$ cat config.mk
export PLATFORM = sky130hd
export DESIGN_NAME = ttt_game_ctrl
export DESIGN_NICKNAME = d
export VERILOG_FILES = /design/src/rtl/ttt_game_ctrl.sv
export SDC_FILE = /design/constraint.sdc
export NUM_CORES = 1
export LEC_CHECK = 0
export CORE_ASPECT_RATIO = 1.25
export CORE_UTILIZATION = 61
export CTS_CLUSTER_DIAMETER = 50
export CTS_CLUSTER_SIZE = 30
export DETAILED_ROUTE_END_ITERATION = 12
export PLACE_DENSITY_LB_ADDON = 0.15
export SLEW_MARGIN = 20
export SYNTH_ARGS = -nofsm -noshare
export SYNTH_HDL_FRONTEND = slang
export SYNTH_SLANG_ARGS = --single-unit
$ cat constraint.sdc
create_clock -name clk -period 5.7 [get_ports clk]
set_clock_uncertainty 0.2 [all_clocks]
set_input_delay 1.14 -clock clk [delete_from_list [all_inputs] [get_ports clk]]
set_output_delay 1.14 -clock clk [all_outputs]
set_load 0.02 [all_outputs]
$ cat src/rtl/ttt_game_ctrl.sv
// Tic-tac-toe sequencing controller: validates key moves, owns the board,
// alternates turns, enforces a per-turn timeout and decides win/draw.
module ttt_game_ctrl #(
  parameter int unsigned TIMEOUT_CYC = 32'd250_000_000,
  parameter int unsigned TW          = 32'd28
) (
  input  logic        clk,
  input  logic        rst,
  input  logic        play_en,
  input  logic        key_valid,
  input  logic [3:0]  key_code,
  output logic [17:0] board,
  output logic        turn_o,
  output logic [1:0]  result,
  output logic [7:0]  win_line,
  output logic        move_err,
  output logic        timeout,
  output logic        busy
);

  typedef enum logic [2:0] {
    IDLE     = 3'd0,
    WAIT_KEY = 3'd1,
    PLACE    = 3'd2,
    CHECK    = 3'd3,
    DONE     = 3'd4
  } state_t;

  localparam logic          TIMER_ON   = (TIMEOUT_CYC != 32'd0);
  localparam logic [TW-1:0] TIMER_LAST = TIMER_ON ? TW'(TIMEOUT_CYC - 32'd1) : '0;

  function automatic logic [1:0] cell_of(input logic [17:0] b, input logic [3:0] k);
    case (k)
      4'd1:    cell_of = b[17:16];
      4'd2:    cell_of = b[15:14];
      4'd3:    cell_of = b[13:12];
      4'd4:    cell_of = b[11:10];
      4'd5:    cell_of = b[9:8];
      4'd6:    cell_of = b[7:6];
      4'd7:    cell_of = b[5:4];
      4'd8:    cell_of = b[3:2];
      4'd9:    cell_of = b[1:0];
      default: cell_of = 2'b00;
    endcase
  endfunction

  function automatic logic [17:0] set_cell(input logic [17:0] b, input logic [3:0] k,
                                           input logic [1:0] m);
    set_cell = b;
    case (k)
      4'd1:    set_cell[17:16] = m;
      4'd2:    set_cell[15:14] = m;
      4'd3:    set_cell[13:12] = m;
      4'd4:    set_cell[11:10] = m;
      4'd5:    set_cell[9:8]   = m;
      4'd6:    set_cell[7:6]   = m;
      4'd7:    set_cell[5:4]   = m;
      4'd8:    set_cell[3:2]   = m;
      4'd9:    set_cell[1:0]   = m;
      default: set_cell        = b;
    endcase
  endfunction

  // Bit order: rows 1-3, cols 1-3, diagonal 1-5-9, anti-diagonal 3-5-7.
  function automatic logic [7:0] lines_of(input logic [17:0] b, input logic [1:0] m);
    logic [9:1] o;
    for (int i = 1; i <= 9; i++) o[i] = (cell_of(b, 4'(i)) == m);
    lines_of = {o[3] & o[5] & o[7], o[1] & o[5] & o[9],
                o[3] & o[6] & o[9], o[2] & o[5] & o[8], o[1] & o[4] & o[7],
                o[7] & o[8] & o[9], o[4] & o[5] & o[6], o[1] & o[2] & o[3]};
  endfunction

  function automatic logic board_full(input logic [17:0] b);
    logic [9:1] f;
    for (int i = 1; i <= 9; i++) f[i] = (cell_of(b, 4'(i)) != 2'b00);
    board_full = &f;
  endfunction

  state_t        state_r;
  logic [3:0]    cell_r;
  logic [TW-1:0] timer_r;

  logic [1:0] mark_s;
  logic       digit_s;
  logic       move_ok_s;
  logic       move_bad_s;
  logic       expire_s;
  logic [7:0] lines_s;
  logic       full_s;

  assign mark_s     = turn_o ? 2'b10 : 2'b01;
  assign digit_s    = key_valid && (key_code >= 4'd1) && (key_code <= 4'd9);
  assign move_ok_s  = digit_s && (cell_of(board, key_code) == 2'b00);
  assign move_bad_s = digit_s && (cell_of(board, key_code) != 2'b00);
  assign expire_s   = TIMER_ON && (timer_r == TIMER_LAST);
  assign lines_s    = lines_of(board, mark_s);
  assign full_s     = board_full(board);

  // Game FSM with all outputs registered; play_en low overrides every state.
  always_ff @(posedge clk) begin
    if (rst) begin
      state_r  <= IDLE;
      cell_r   <= 4'd0;
      timer_r  <= '0;
      board    <= 18'd0;
      turn_o   <= 1'b0;
      result   <= 2'b00;
      win_line <= 8'd0;
      move_err <= 1'b0;
      timeout  <= 1'b0;
      busy     <= 1'b0;
    end else begin
      move_err <= 1'b0;
      timeout  <= 1'b0;
      if (!play_en) begin
        state_r  <= IDLE;
        timer_r  <= '0;
        board    <= 18'd0;
        turn_o   <= 1'b0;
        result   <= 2'b00;
        win_line <= 8'd0;
        busy     <= 1'b0;
      end else begin
        case (state_r)
          IDLE: begin
            state_r <= WAIT_KEY;
            timer_r <= '0;
            turn_o  <= 1'b0;
            busy    <= 1'b0;
          end
          WAIT_KEY: begin
            if (move_ok_s) begin
              cell_r  <= key_code;
              state_r <= PLACE;
              busy    <= 1'b1;
            end else begin
              move_err <= move_bad_s;
              if (expire_s) begin
                timeout <= 1'b1;
                turn_o  <= ~turn_o;
                timer_r <= '0;
              end else if (timer_r != TIMER_LAST) begin
                timer_r <= timer_r + TW'(1);
              end
            end
          end
          PLACE: begin
            board   <= set_cell(board, cell_r, mark_s);
            state_r <= CHECK;
            busy    <= 1'b1;
          end
          CHECK: begin
            busy <= 1'b0;
            if (lines_s != 8'd0) begin
              result   <= mark_s;
              win_line <= lines_s;
              state_r  <= DONE;
            end else if (full_s) begin
              result  <= 2'b11;
              state_r <= DONE;
            end else begin
              turn_o  <= ~turn_o;
              timer_r <= '0;
              state_r <= WAIT_KEY;
            end
          end
          DONE: begin
            if (key_valid && (key_code == 4'd0)) begin
              board    <= 18'd0;
              result   <= 2'b00;
              win_line <= 8'd0;
              turn_o   <= 1'b0;
              timer_r  <= '0;
              state_r  <= WAIT_KEY;
            end
          end
          default: begin
            state_r <= IDLE;
            busy    <= 1'b0;
          end
        endcase
      end
    end
  end

endmodule
==> results.toml, run 1 <==
[outcome]
status = "complete, no violations"

[min_path]
min_path_type = "reg2reg"
min_from = "win_line[7]"

[clock_tree]
clock_sink_count = 67
h-tree-depth = 3
ctsResizeCount = 0
cts-root-buf = "clkbuf_8"
clkTransAtPathRegs_ns = 0.07
postCtsHoldBufs = 0
cts_made_buffers = 9
cts_max_path_buffers = 2
post_cts_buffers = 0
clock_latency_ns = 0.35
cts_tree = "yes"

[setup_path]
end_kind = "register"
worst_ep_arrival_time_ns = 4.22
critPathMaxStageDelay_ns = 0.72
reg2reg_from = "turn_o"
path_cells = "clkdlybuf4s50_1 > nor3_1 > o311ai_0 > o211ai_1 > a211o_1 > a21o_1 > or4_1 > a21oi_1"
crit_required_ns = 5.77
worstSetupPathType = "in2reg"
startpoint = "key_code[2]"
crit_slowest_cell = "clkdlybuf4s50_1"
critPathLaunchType = "primary input"
cp_max_fo = 31

[sta]
period_needed_ns = 4.15
rsz0062_at_grt = "no"
timing.hold.ws_ns = 0.259
final-hold-violation-count = 0
fin_tns_setup_ns = 0
setup_viol = 0
fin_crit_sh_pct = 72.8
slew-limit-headroom_pct = 33.4
timing.fmax_mhz = 241
tightest_slew_ns = 0.999
drv_slew = 0

[route]
vias = 3802
ant_nets = 0
wl_per_cell_um = 17.6
drt_iter0_drc = 298
first_pass_iters = 5
drc_errors = 0
via_per_inst = 6.60
finalWirelength_mm = 10.1

[synthesis]
yosysTopAreaCell = "dfxtp_1"
synth_cell_types = 62
yosysTopAreaCellShare_pct = 35.6
ys_ff_latch = 67
netlist_top_cells_count = "67 x dfxtp_1, 61 x nor2_1, 44 x nand2_1"
synthCells = 469
ys_seq_area_share_pct = 35.6
synth_edf_count = 0
yosysMostFrequentCell = "dfxtp_1"
yosysWarnings = 0
synth_area_leaders = "dfxtp_1 36%, nor2_1 6.1%, mux2i_1 5.8%"
syn-num-nets = 478
synthArstFlopShare_pct = 0
post_synth.cell_area_avg_um2 = 8.04
syn_area_um2 = 3770
synth_flop_cell = "dfxtp_1"

[grt]
grt_max_degree = 33
grt_use_total_pct = 33.0
antenna_found_initial = 0
first_global_vias = 3586
grt-ovfl-total = 0
grt_pass1_wl_mm = 17.2

[floorplan]
die_area_um2 = 6500
coreArea_um2 = 5900
rows = 31
die_w_um = 72.3
start_util_pct = 64.0
chipHeight_um = 89.9
top_level_ports = 40

[power]
p_leak_nw = 1.46
ir_drop_mv = 0.184
p_per_area_nw_per_um2 = 231

[cells_and_area]
num-nets-final = 498
drive_gt1_share_pct = 6.48
syn_to_final_growth_pct = 15.8
fillers = 492
n_antenna_cell = 0
fin_cells = 576

[run]
drv_cap = 0

[placed_design]
place.port_buffers = 39
dpl.hpwl_mm = 6.91
gp_congestion = 0.887
place_inst = 560
where the power goes:
group	switching, mW	internal (mW)	total [mW]
clock network	0.186	0.270	0.456
logic	0.0531	0.0264	0.0795
registers	0.00460	0.470	0.475
metrics by stage:
| stage | worst slack (ns) | power (mW) | cell area, µm² | utilization (%) |
|---|---|---|---|---|
| floorplan | 2.36 | 0.545 | 3770 | - |
| global placement | 1.42 | 0.561 | 4140 | 70.2 |
| detailed placement | 1.35 | 0.563 | 4140 | 70.2 |
| CTS | 1.65 | 1.01 | 4370 | 74.1 |
| global route | 1.38 | 1.04 | 4370 | 74.1 |
| finish | 1.55 | 1.01 | 4370 | 74.1 |
logic make-up (layout without fill, tap and decap cells):
family                   count (synthesis)  in the layout  synth area share, %
AO/OA/AOI/OAI                          127            127                 23.4
adder cells (fa/ha/maj)                  1              1                0.332
buffers and inverters                   36             61                 4.21
flip-flops                              67             67                 35.6
multiplexers                            22             22                 5.84
AND/OR/NAND/NOR                        216            216                 30.7
cell usage in the layout (no fill, tap or decap), types with 3 or more instances in the layout:
master and count:
or4_1 3, inv_1 4, nand2b_1 10, nor3b_1 3, and3b_1 3, nand3b_1 8, o31ai_1 3, nand4_1 9
nor3_1 6, a22o_1 3, nor4_1 3, nand3_1 20, mux2i_1 22, o211ai_1 24, nor2_1 61, nand4b_1 3
o22ai_1 14, and2_1 10, o21ai_1 5, a21oi_1 23, dfxtp_1 67, nand2_1 44, and3_1 7, or3b_2 3
a211oi_1 4, o21ai_0 12, clkbuf_8 11, nor2b_1 6, o41ai_1 13, a31oi_1 5, clkdlybuf4s50_1 39
routing by layer:
| metal | up-vias | share of wire, % | GRT usage [%] |
|---|---|---|---|
| met4 | 0 | 3.8 | 15.7 |
| met3 | 40 | 5.3 | 6.28 |
| met5 | - | 0 | 0 |
| li1 | 1801 | - | - |
| met2 | 151 | 50 | 56.0 |
| met1 | 1810 | 41 | 39.2 |
state kept, by name, summed over array words and instances (netlist names):
name,cells
timeout,1
result,2
cell_r,4
turn_o,1
move_err,1
timer_r,28
state_r,3
board,18
win_line,8
busy,1
final timing paths:
check	depth (start not counted)	slack (ns)	endpoint
setup / recovery	8	1.55	turn_o
hold / removal	2	0.26	win_line[7]
setup reg to reg	7	2.22	timer_r[13]
hold reg to reg	2	0.26	win_line[7]
final cells by class:
class	count	area, µm²	area share (%)
Timing Repair Buffer	41	405	9.28
Sequential cell	67	1340	30.7
Clock inverter	4	72.6	1.66
Clock buffer	12	155	3.55
Multi-Input combinational cell	366	2280	52.1
Tap cell	82	103	2.35
Inverter	4	15.0	0.344
critical path, delay by kind of cell:
family,cells,cell delay [ns]
AOI/OAI and AO/OA,5,1.66
buffers and inverters,1,0.72
and+or+nand+nor,2,0.70
No activity file was read; power rests on OpenSTA's default activity.
==> inputs of run 2 (changes only) <==
- CORE_UTILIZATION: 61 -> 57
- clock period: 5.7 -> 3.9 ns (I/O delays scaled with it)
==> run 2 against run 1 <==
  * Clock power up 30%
  * Hold slack better by 0.0063 ns
  * Combinational power up 56%
  * Critical endpoint unchanged
  * Final cell count up 1.7%
  * Cell area up 0.52%
  * First-iteration DRC count down 21%
  * Non-clock buffer count up 7
  * Highest routed layer unchanged
==> results.toml, run 2 (synthesis gave the netlist of run 1 again) <==
[outcome]
status = "complete, no violations"

[floorplan]
top_level_ports = 40
start_util_pct = 60.0
rows = 32
die_w_um = 74.8
coreArea_um2 = 6290
chipHeight_um = 93.0
die_area_um2 = 6950

[setup_path]
critPathMaxStageDelay_ns = 0.56
cp_max_fo = 12
crit_slowest_cell = "or4b_1"
crit_required_ns = 3.99
reg2reg_from = "turn_o"
worst_ep_arrival_time_ns = 3.37
worstSetupPathType = "in2reg"
critPathLaunchType = "primary input"
path_cells = "clkdlybuf4s50_1 > or4b_1 > o211ai_1 > a211oi_1 > a211o_1 > a21o_1 > or4_1 > a21oi_1"
end_kind = "register"
startpoint = "key_code[1]"

[route]
highest_layer = "met4"
via_per_inst = 6.42
drc_errors = 0
first_pass_iters = 5
ant_nets = 0
finalWirelength_mm = 10.2
drt_iter0_drc = 236
wl_met1_mm = 4.28
wl_per_cell_um = 17.4
dr_wl_met3_um = 465
met2_length_mm = 5.14
vias = 3765

[sta]
setup_ws_ns = 0.624
final-hold-violation-count = 0
rsz0062_at_grt = "no"
fin_crit_sh_pct = 84.0
slew-limit-headroom_pct = 44.9
timing.hold.ws_ns = 0.265
period_needed_ns = 3.28
setup_viol = 0
timing.fmax_mhz = 305
tightest_slew_ns = 0.826
drv_slew = 0
fin_tns_setup_ns = 0

[power]
p_per_area_nw_per_um2 = 321
total_power_mw = 1.41
power.switching_uw = 369
combPwrFrac_pct = 8.8
netSwitchingFraction_pct = 26.2
power.share.sequential_pct = 49.2
ir_drop_mv = 0.324
p_int_mw = 1.04
p_leak_nw = 1.48
clockPowerShare_pct = 42.0

[placed_design]
post-place-ws_ns = 0.272
dpl.hpwl_mm = 7.14
place_inst = 570
dpl-instance-area_um2 = 4200
place.port_buffers = 39
gp_congestion = 0.872

[grt]
grt_use_total_pct = 31.3
grt_max_degree = 39
first_global_vias = 3532
grt-ovfl-total = 0
grt_pass1_wl_mm = 16.5
antenna_found_initial = 0

[min_path]
min_from = "timer_r[26]"
min_path_type = "reg2reg"

[cells_and_area]
n_antenna_cell = 0
fin_area_um2 = 4390
final_util_pct = 69.9
largest_register_ffs = 28
drive_gt1_share_pct = 7.78
fin_cells = 586
largestRegisters = "timer_r x28, board x18, win_line x8"
final_common_cell = "dfxtp_1"
regMostFlops = "timer_r"
syn_to_final_growth_pct = 16.4
num-nets-final = 505
layout_common_cells = "67 x dfxtp_1, 61 x nor2_1, 44 x nand2_1, 39 x clkdlybuf4s50_1, 24 x o211ai_1"

[clock_tree]
postCtsHoldBufs = 0
clock_sink_count = 67
cts_max_path_buffers = 2
h-tree-depth = 3
clkTransAtPathRegs_ns = 0.07
cts-root-buf = "clkbuf_8"
cts_made_buffers = 9
clock_latency_ns = 0.36
cts_tree = "yes"
ctsResizeCount = 0
post_cts_buffers = 0

[run]
drv_cap = 0
run 2: changes by cell type in the layout (fill, tap and decap cells not counted):
cell	before	now
buf_4	2	9
clkinv_2	1	3
clkbuf_8	11	10
bufinv_16	2	1
run 2: area by class of cell:
cell class	instances	area, µm²
clock buffer	11	141
clock inverter	5	52.6
fill	532	1890
inverter	4	15.0
multi-input combinational	366	2280
sequential	67	1340
tap	85	106
timing repair buffer	48	458
run 2: critical path: cells and delay by family:
family          cells  cell delay, ns
compound gates      5            1.04
simple gates        2            1.01
buf+inv             1            0.54
run 2: final timing paths:
check                endpoint  slack [ns]  depth (start not counted)
setup / recovery       turn_o        0.62                          8
hold reg to reg   timer_r[26]        0.27                          1
hold / removal    timer_r[26]        0.27                          1
setup reg to reg       turn_o        0.73                          8
run 2: per-layer routing:
metal,up-vias,GRT usage (%)
li1,1819,-
met4,0,16.4
met5,-,0
met3,33,5.55
met1,1784,36.0
met2,129,53.8
run 2: power groups by stage:
stage          registers, mW  logic [mW]  clock network, mW
3_3_place_gp           0.709       0.120                  0
6_report               0.694       0.124              0.593
2_1_floorplan          0.708      0.0885                  0
3_5_place_dp           0.710       0.122                  0
4_1_cts                0.694       0.122              0.591
5_1_grt                0.695       0.136              0.627
==> inputs of run 3 (changes only) <==
- CORE_UTILIZATION: 57 -> 51
- clock period: 3.9 -> 2.8 ns (I/O delays scaled with it)
==> run 3 against run 2 <==
  * Hold slack got worse by 0.0010 ns
  * Die area is 11% higher
  * Critical path depth unchanged
  * Critical path type is now reg2reg
  * First-iteration DRC count up 0.85%
  * Combinational power grew 68%
  * Wire length increased by 5.0%
  * Largest cell class unchanged
  * Final cell count grew 6.3%
  * Sequential cell count stayed put
  * Total power is 49% higher
==> results.toml, run 3 (synthesis gave the netlist of run 1 again) <==
[outcome]
status = "complete, no violations"

[grt]
top_usage_layer = "met2"
grt_max_degree = 25
grt_use_total_pct = 29.1
first_global_vias = 3803
grt_pass1_wl_mm = 17.7
grt-ovfl-total = 0
antenna_found_initial = 0
met3_usage_pct = 5.61
met1_usage_pct = 33.7
use_met2_pct = 50.0

[floorplan]
chipHeight_um = 98.2
die_w_um = 78.9
top_level_ports = 40
die_area_um2 = 7750
coreArea_um2 = 7060
start_util_pct = 53.4
rows = 34

[cells_and_area]
fin_cells = 623
syn_to_final_growth_pct = 25.4
drive_gt1_share_pct = 14.6
n_antenna_cell = 0
final_common_cell = "dfxtp_1"
fin_area_um2 = 4730
largest_register_ffs = 28
layout_common_cells = "66 x dfxtp_1, 61 x nor2_1, 44 x nand2_1, 39 x buf_4, 35 x clkdlybuf4s50_1"
final_util_pct = 67.0
regMostFlops = "timer_r"
num-nets-final = 537
largestRegisters = "timer_r x28, board x18, win_line x8"

[clock_tree]
postCtsHoldBufs = 0
cts-root-buf = "clkbuf_8"
cts_max_path_buffers = 2
cts_tree = "yes"
h-tree-depth = 3
cts_made_buffers = 9
clkTransAtPathRegs_ns = 0.08
clock_sink_count = 67
clock_latency_ns = 0.35

[sta]
final-hold-violation-count = 0
timing.fmax_mhz = 379
fin_tns_setup_ns = 0
rsz0062_at_grt = "no"
fin_crit_sh_pct = 94.2
slew-limit-headroom_pct = 55.4
setup_viol = 0
timing.hold.ws_ns = 0.264
tightest_slew_ns = 0.667
drv_slew = 0
setup_ws_ns = 0.164
period_needed_ns = 2.64

[placed_design]
place.port_buffers = 39
gp_congestion = 0.946
dpl-instance-area_um2 = 4450
post-place-ws_ns = -0.436
dpl.hpwl_mm = 7.73
place_inst = 606

[route]
via_per_inst = 6.25
wl_per_cell_um = 17.2
finalWirelength_mm = 10.7
first_pass_iters = 4
ant_nets = 0
vias = 3895
drt_iter0_drc = 238
drc_errors = 0

[setup_path]
end_kind = "register"
critPathLaunchType = "register"
path_cells = "o22ai_1 > or4_1 > nor2_1 > a2bb2oi_1 > a21o_1 > buf_4 > o211ai_1 > o41ai_1"
cp_max_fo = 10
ff2ff_path_depth = 8
critPathMaxStageDelay_ns = 0.52
r2r_slack_ns = 0.16
worstSetupPathType = "reg2reg"
crit_slowest_cell = "or4_1"
worst_ep_arrival_time_ns = 2.66
crit_required_ns = 2.83

[min_path]
min_path_type = "reg2reg"
hold-path-cell-count = 2

[power]
p_per_area_nw_per_um2 = 445
ir_drop_mv = 0.298
p_leak_nw = 1.69
total_power_mw = 2.10

[run]
drv_cap = 0
==> run 3: changes by cell type in the layout (fill, tap and decap cells not counted), moves of 2 or more <==
cell             before  now
buf_4                 9   39
clkdlybuf4s50_1      39   35
dlymetal6s2s_1        0    3
clkinv_2              3    1
nor4_1                3    1
nor4_2                1    3
==> run 3: cell type report <==
cell class	count	area, µm²
repair buffers	80	724
fillers	606	2330
clock inverters	6	88.8
flip-flops and latches	67	1340
clock buffers	10	138
multi-input cells	366	2310
well taps	90	113
inverters	4	15.0
==> run 3: layer usage <==
layer  wire length (µm)  share of wire, %  vias to the layer above
met4                356               3.3                        0
met5                  0                 0                        -
met1               4510                42                     1833
met3                544               5.1                       35
li1                   -                 -                     1885
met2               5300                49                      142
==> run 3: timing repair <==
| action | CTS | global route |
|---|---|---|
| gates resized for setup | 3 | 10 |
| setup endpoints to repair | 22 | 45 |
| buffers inserted | 0 | 1 |
| pin swaps | 2 | 5 |
| gates cloned | 0 | 0 |
==> run 3: power breakdown <==
part	switching, mW	internal (mW)
Combinational	0.121	0.0875
Clock	0.405	0.525
Sequential	0.00866	0.957
Total	0.534	1.57
==> run 3: worst max-delay path: cells and delay by family, from the launching register on <==
kind                   cells  cell delay [ns]
DFF                        1             0.46
AOI/OAI and AO/OA          5             0.87
buffers and inverters      1             0.20
and+or+nand+nor            2             0.78
==> run 3: final timing paths <==
kind / startpoint / to
setup / recovery: board[3] / timer_r[9]
hold / removal: win_line[7] / win_line[7]
setup reg to reg: board[3] / timer_r[9]
hold reg to reg: win_line[7] / win_line[7]
